File: config.mk
export PLATFORM = sky130hd
export DESIGN_NAME = module_dispatch
export DESIGN_NICKNAME = d
export VERILOG_FILES = /design/src/rtl/module_dispatch_pkg.sv /design/src/rtl/module_dispatch_timer.sv /design/src/rtl/module_dispatch.sv
export SDC_FILE = /design/constraint.sdc
export NUM_CORES = 1
export LEC_CHECK = 0
export CAP_MARGIN = 30
export CORE_AREA = 2 2 161 163
export CTS_BUF_LIST = sky130_fd_sc_hd__clkbuf_4 sky130_fd_sc_hd__clkbuf_8 sky130_fd_sc_hd__clkbuf_16
export DETAILED_ROUTE_END_ITERATION = 6
export DIE_AREA = 0 0 163 165
export PLACE_DENSITY = 0.66
export SLEW_MARGIN = 10
export SYNTH_ARGS = -nofsm -noshare
export SYNTH_HDL_FRONTEND = slang
export SYNTH_SLANG_ARGS = --single-unit
File: constraint.sdc
create_clock -name clk -period 2.7 [get_ports clk]
set_clock_uncertainty 0.15 [all_clocks]
set_input_delay 0.54 -clock clk [delete_from_list [all_inputs] [get_ports clk]]
set_output_delay 0.54 -clock clk [all_outputs]
set_load 0.05 [all_outputs]
File: src/rtl/module_dispatch_pkg.sv
// module_dispatch_pkg: shared selector codes, dispatch state encoding and widths
package module_dispatch_pkg;

    localparam int MEM_ADDR_W = 16;
    localparam int MEM_DATA_W = 32;

    typedef enum logic [2:0] {
        MUX_TRAVERSAL,
        MUX_EXECUTE,
        MUX_CELL,
        MUX_INCR,
        MUX_EQUAL,
        MUX_EDIT
    } mux_sel_t;

    typedef enum logic [1:0] {
        DISP_IDLE,
        DISP_START,
        DISP_WAIT,
        DISP_RESP
    } disp_state_t;

    localparam logic [3:0] DISP_RET_TMO = 4'hF;

    // Slot 0 is traversal itself and anything past the last slot has no module.
    function automatic logic sel_ok(input int s, input int n);
        return (s != int'(MUX_TRAVERSAL)) && (s < n);
    endfunction

endpackage

File: src/rtl/module_dispatch_timer.sv
// dispatch_timer: watchdog counter bounding how long dispatch waits for a module
module dispatch_timer
    import module_dispatch_pkg::*;
#(
    parameter int          TMO_W     = 16,
    parameter int unsigned TMO_LIMIT = 32'hFFFF
) (
    input  logic clk,
    input  logic rst,
    input  logic clr,
    input  logic en,
    output logic expired
);

    localparam logic [TMO_W-1:0] LAST = TMO_W'(TMO_LIMIT - 1);

    logic [TMO_W-1:0] r_count;

    // Count enabled wait cycles; cleared whenever a new dispatch starts.
    always_ff @(posedge clk) begin
        if (rst || clr) r_count <= '0;
        else if (en) r_count <= r_count + 1'b1;
    end

    // Flags the wait cycle whose increment brings the count up to the limit.
    assign expired = (TMO_LIMIT != 0) && en && (r_count == LAST);

endmodule

File: src/rtl/module_dispatch.sv
// module_dispatch: registered request dispatcher between traversal and the operation modules
module module_dispatch
    import module_dispatch_pkg::*;
#(
    parameter int          N_MOD     = 6,
    parameter int          SEL_W     = 3,
    parameter int          ADDR_W    = MEM_ADDR_W,
    parameter int          DATA_W    = MEM_DATA_W,
    parameter int          TMO_W     = 16,
    parameter int unsigned TMO_LIMIT = 32'hFFFF
) (
    input  logic                     clk,
    input  logic                     rst,
    input  logic                     req,
    input  logic [SEL_W-1:0]         sel,
    input  logic [ADDR_W-1:0]        module_address,
    input  logic [DATA_W-1:0]        module_data,
    output logic                     busy,
    output logic                     done,
    output logic                     err,
    output logic [3:0]               return_sys_func,
    output logic [3:0]               return_state,
    output logic [N_MOD-1:0]         mod_start,
    output logic [N_MOD*ADDR_W-1:0]  mod_address,
    output logic [N_MOD*DATA_W-1:0]  mod_data,
    input  logic [N_MOD-1:0]         mod_finished,
    input  logic [N_MOD*4-1:0]       mod_return_sys_func,
    input  logic [N_MOD*4-1:0]       mod_return_state
);

    disp_state_t        r_state;
    logic [SEL_W-1:0]   r_sel;
    logic [ADDR_W-1:0]  r_addr;
    logic [DATA_W-1:0]  r_data;
    logic               r_busy;
    logic               r_done;
    logic               r_err;
    logic [3:0]         r_ret_func;
    logic [3:0]         r_ret_state;
    logic [N_MOD-1:0]   r_start;
    logic               w_fin;
    logic [3:0]         w_fin_func;
    logic [3:0]         w_fin_state;
    logic               w_tmo;

    // Pick out only the selected slot's finished flag and return values.
    always_comb begin
        w_fin       = 1'b0;
        w_fin_func  = '0;
        w_fin_state = '0;
        for (int i = 0; i < N_MOD; i++) begin
            if (r_sel == SEL_W'(i)) begin
                w_fin       = mod_finished[i];
                w_fin_func  = mod_return_sys_func[i*4 +: 4];
                w_fin_state = mod_return_state[i*4 +: 4];
            end
        end
    end

    dispatch_timer #(
        .TMO_W    (TMO_W),
        .TMO_LIMIT(TMO_LIMIT)
    ) u_timer (
        .clk    (clk),
        .rst    (rst),
        .clr    (r_state == DISP_START),
        .en     ((r_state == DISP_WAIT) && !w_fin),
        .expired(w_tmo)
    );

    // Route the captured address/data to the selected slot while a request is in flight.
    always_comb begin
        mod_address = '0;
        mod_data    = '0;
        for (int i = 0; i < N_MOD; i++) begin
            if ((r_state != DISP_IDLE) && (r_sel == SEL_W'(i))) begin
                mod_address[i*ADDR_W +: ADDR_W] = r_addr;
                mod_data[i*DATA_W +: DATA_W]    = r_data;
            end
        end
    end

    // Dispatch FSM with registered busy/done/err/start and latched return fields.
    always_ff @(posedge clk) begin
        if (rst) begin
            r_state     <= DISP_IDLE;
            r_sel       <= '0;
            r_addr      <= '0;
            r_data      <= '0;
            r_busy      <= 1'b0;
            r_done      <= 1'b0;
            r_err       <= 1'b0;
            r_ret_func  <= '0;
            r_ret_state <= '0;
            r_start     <= '0;
        end else begin
            r_done  <= 1'b0;
            r_start <= '0;
            case (r_state)
                DISP_IDLE: begin
                    if (req) begin
                        r_sel  <= sel;
                        r_addr <= module_address;
                        r_data <= module_data;
                        r_busy <= 1'b1;
                        if (sel_ok(int'(sel), N_MOD)) begin
                            r_start <= N_MOD'(1) << sel;
                            r_state <= DISP_START;
                        end else begin
                            r_ret_func  <= '0;
                            r_ret_state <= '0;
                            r_done      <= 1'b1;
                            r_err       <= 1'b1;
                            r_state     <= DISP_RESP;
                        end
                    end
                end
                DISP_START: r_state <= DISP_WAIT;
                DISP_WAIT: begin
                    if (w_fin) begin
                        r_ret_func  <= w_fin_func;
                        r_ret_state <= w_fin_state;
                        r_done      <= 1'b1;
                        r_err       <= 1'b0;
                        r_state     <= DISP_RESP;
                    end else if (w_tmo) begin
                        r_ret_func  <= DISP_RET_TMO;
                        r_ret_state <= DISP_RET_TMO;
                        r_done      <= 1'b1;
                        r_err       <= 1'b1;
                        r_state     <= DISP_RESP;
                    end
                end
                DISP_RESP: begin
                    r_busy  <= 1'b0;
                    r_err   <= 1'b0;
                    r_state <= DISP_IDLE;
                end
                default: r_state <= DISP_IDLE;
            endcase
        end
    end

    assign busy            = r_busy;
    assign done            = r_done;
    assign err             = r_err;
    assign return_sys_func = r_ret_func;
    assign return_state    = r_ret_state;
    assign mod_start       = r_start;

endmodule

==> impl_metrics.ini <==
[outcome]
outcome = complete, but fails checks
failed_checks = setup timing

[critical_path]
critPathKind = reg -> out
cp-end-kind = primary output
crit_fanout = 6
worstPathRequired_ns = 2.01
regToRegSetupSlack_ns = 0.33
crit_start = r_state[1]
rr_endpoint = return_state[2]
timing.rr.start = r_sel[0]
cp_data_arrival_time_ns = 2.02
crit_path_start_kind = register
r2r.worst_path.cells = 6

[synth]
yosysMostFrequentCell = and2_1
syn_area_per_cell_um2 = 7.315
synth_edf_count = 0
yosys_warnings = 0
ys_ff_latch = 86
netlist_area_um2 = 5867
netlist_instances = 802
synth.area.top_cells = and2_1 (31%), dfxtp_1 (29%), nand2_1 (7.9%)
synth_top_area_share = 0.3082
syn-num-nets = 916
synth_commonest_cells = and2_1 (289), nand2_1 (124), dfxtp_1 (86)
synthArstFlopShare = 0
yosysSeqAreaShare = 0.2935
synth_top_flop_cell = dfxtp_1
synth_area_leader_cell = and2_1
ys_types = 59

[global_route]
antenna_found_initial = 1
grt_max_degree = 41
grt_pass1_vias = 7332
grt_usage = 0.2237
grt_pass1_wl_mm = 45.58
gr-total-overflow = 0

[die]
fp.dieW_um = 163
core_um2 = 25040
start_util = 0.2343
ioPinCount = 413
fp-row-count = 58
dieArea_um2 = 26900
die_h_um = 165

[min_path]
hold_path_end = return_sys_func[1]
worst_hold_path.num_cells = 2
hold_path.class = reg -> reg
min_from = return_sys_func[1]

[route]
via_per_inst = 4.689
drt_wl_total_mm = 31.96
drtIter0Drc = 364
vias = 7221
firstDrtPassIters = 5
drcViolationCount = 0
wl_per_cell_um = 20.75
drtAntennaViolNets = 0

[clock_tree]
cts_htree_levels = 3
clk_path_buf_depth = 2
cts_tree = yes
path_clk_slew_ns = 0.08
cts-root-buf = clkbuf_16
cts_inserted_buffers = 9
clk-insertion-delay-late_ns = 0.36
cts_hold_buf = 0
clock_sinks = 86

[power]
power.density_nw_per_um2 = 446.5
p_leak_nw = 5.539
peakVddDrop_uv = 355.9

[layout]
fillers = 2119
layout-drive-gt1-share = 0.4103
syn2layout_area_growth_pct = 142.1
fin_cells = 1540
fin_nets = 1318

[sta]
rsz0062_at_grt = true
fin_crit_ns = 2.713
worst_pin_slew_ns = 0.7734
fmax_mhz = 368.6
hold_violations = 0
post-route-period-util = 1.005
setup_tns_ns = -0.04674
maxSlewViolCount = 0
setup_ws_ns = -0.01274
setup_violations = 6
relSlewSlack = 0.4843

[place]
dp_cells = 1511
hpwl_mm = 23.95
gp_congestion = 0.8140
io_buffers = 412

[run]
cap_violations = 0
## cells in the final DEF (no fill, tap or decap), types with 3 or more instances in the layout
| cell type | Yosys | layout |
|---|---|---|
| a21oi_1 | 64 | 64 |
| a221oi_1 | 4 | 4 |
| a22oi_1 | 10 | 10 |
| and2_1 | 289 | 180 |
| and2_2 | 1 | 62 |
| and2_4 | 0 | 48 |
| buf_12 | 0 | 298 |
| buf_4 | 1 | 23 |
| clkbuf_16 | 0 | 14 |
| clkdlybuf4s50_1 | 0 | 123 |
| dfxtp_1 | 86 | 82 |
| dfxtp_2 | 0 | 4 |
| ha_1 | 6 | 5 |
| inv_1 | 13 | 10 |
| inv_2 | 0 | 3 |
| inv_8 | 0 | 3 |
| mux2_2 | 8 | 8 |
| mux2i_1 | 17 | 17 |
| nand2_1 | 124 | 123 |
| nand3_1 | 4 | 4 |
| nand3b_1 | 3 | 3 |
| nor2_1 | 23 | 22 |
| nor4_1 | 6 | 4 |
| o211ai_1 | 3 | 3 |
| o21ai_0 | 6 | 6 |
| o221a_2 | 5 | 5 |
| o221ai_1 | 5 | 5 |
| o22ai_1 | 3 | 3 |
| o31ai_1 | 4 | 4 |
| or3_1 | 9 | 9 |
| or4_1 | 4 | 4 |
## area by class of cell
class                      instances  area [µm²]  area share
timing repair buffer             455        7580      0.5336
multi-input combinational        639        4120      0.2901
antenna                            1       2.502   0.0001762
inverter                          13       48.80    0.003435
clock inverter                     7       88.84    0.006254
tap                              330       412.9     0.02907
clock buffer                       9       225.2     0.01585
sequential                        86        1727      0.1216
## per-stage QoR
stage	hold WS [ns]	setup slack, ns	power (mW)	area [µm²]	util
finish	0.3249	-0.01274	6.343	14200	0.5674
global route	0.3595	-0.08951	6.677	14200	0.5673
CTS	0.3230	-0.01931	6.359	13940	0.5568
detailed placement	0.3114	0.02692	4.922	13530	0.5402
global placement	0.3066	0.1447	4.853	13530	0.5402
floorplan	0.2934	0.01377	3.314	5967	-
## logic make-up after synthesis
kind of cell,count (synthesis),synth area share
adder cells (fa/ha/maj),6,0.01280
AND/OR/NAND/NOR,488,0.4656
other,1,0.0006392
flip-flops,86,0.2935
AO/OA/AOI/OAI,116,0.1271
multiplexers,25,0.04436
XOR/XNOR,3,0.004479
buffers and inverters,77,0.05161
## layer usage
layer / part of all wire / GRT usage
met4: 0.019 / 0.05792
met5: 0 / 0
met3: 0.082 / 0.07258
met2: 0.51 / 0.4008
met1: 0.39 / 0.2560
## worst max-delay path: stages, from the launching register on
cell and delay [ns]:
dfxtp_2 0.36, inv_2 0.06, ha_4 0.20, nor4bb_4 0.25, buf_4 0.18, buf_12 0.15, clkbuf_16 0.17, and2_4 0.16
buf_12 0.13
## timing repair
item	4_1_cts	5_1_grt
setup buffers	1	3
endpoints found under the setup margin	288	158
cloned	1	7
gates resized for setup	20	47
pin swaps	1	2
## where the power goes
| group | internal, mW | switching [mW] |
|---|---|---|
| registers | 1.46 | 0.312 |
| clock network | 0.745 | 0.628 |
| logic | 1.35 | 1.84 |
| total | 3.56 | 2.78 |
## flip-flops by register name (all words and copies together), names as in the netlist
register,flops
r_data,32
r_addr,16
u_timer.r_count,16
mod_start,6
return_state,4
return_sys_func,4
r_sel,3
r_state,2
busy,1
done,1
err,1
## worst max path at each step
stage	to	slack (ns)
after CTS	mod_data[119]	-0.02
after detailed placement	return_state[2]	0.03
after global placement	return_sys_func[2]	0.14
after global routing	mod_address[51]	-0.09
after floorplan	mod_address[0]	0.01
final	mod_data[100]	-0.01
No activity file was read; power rests on OpenSTA's default activity.
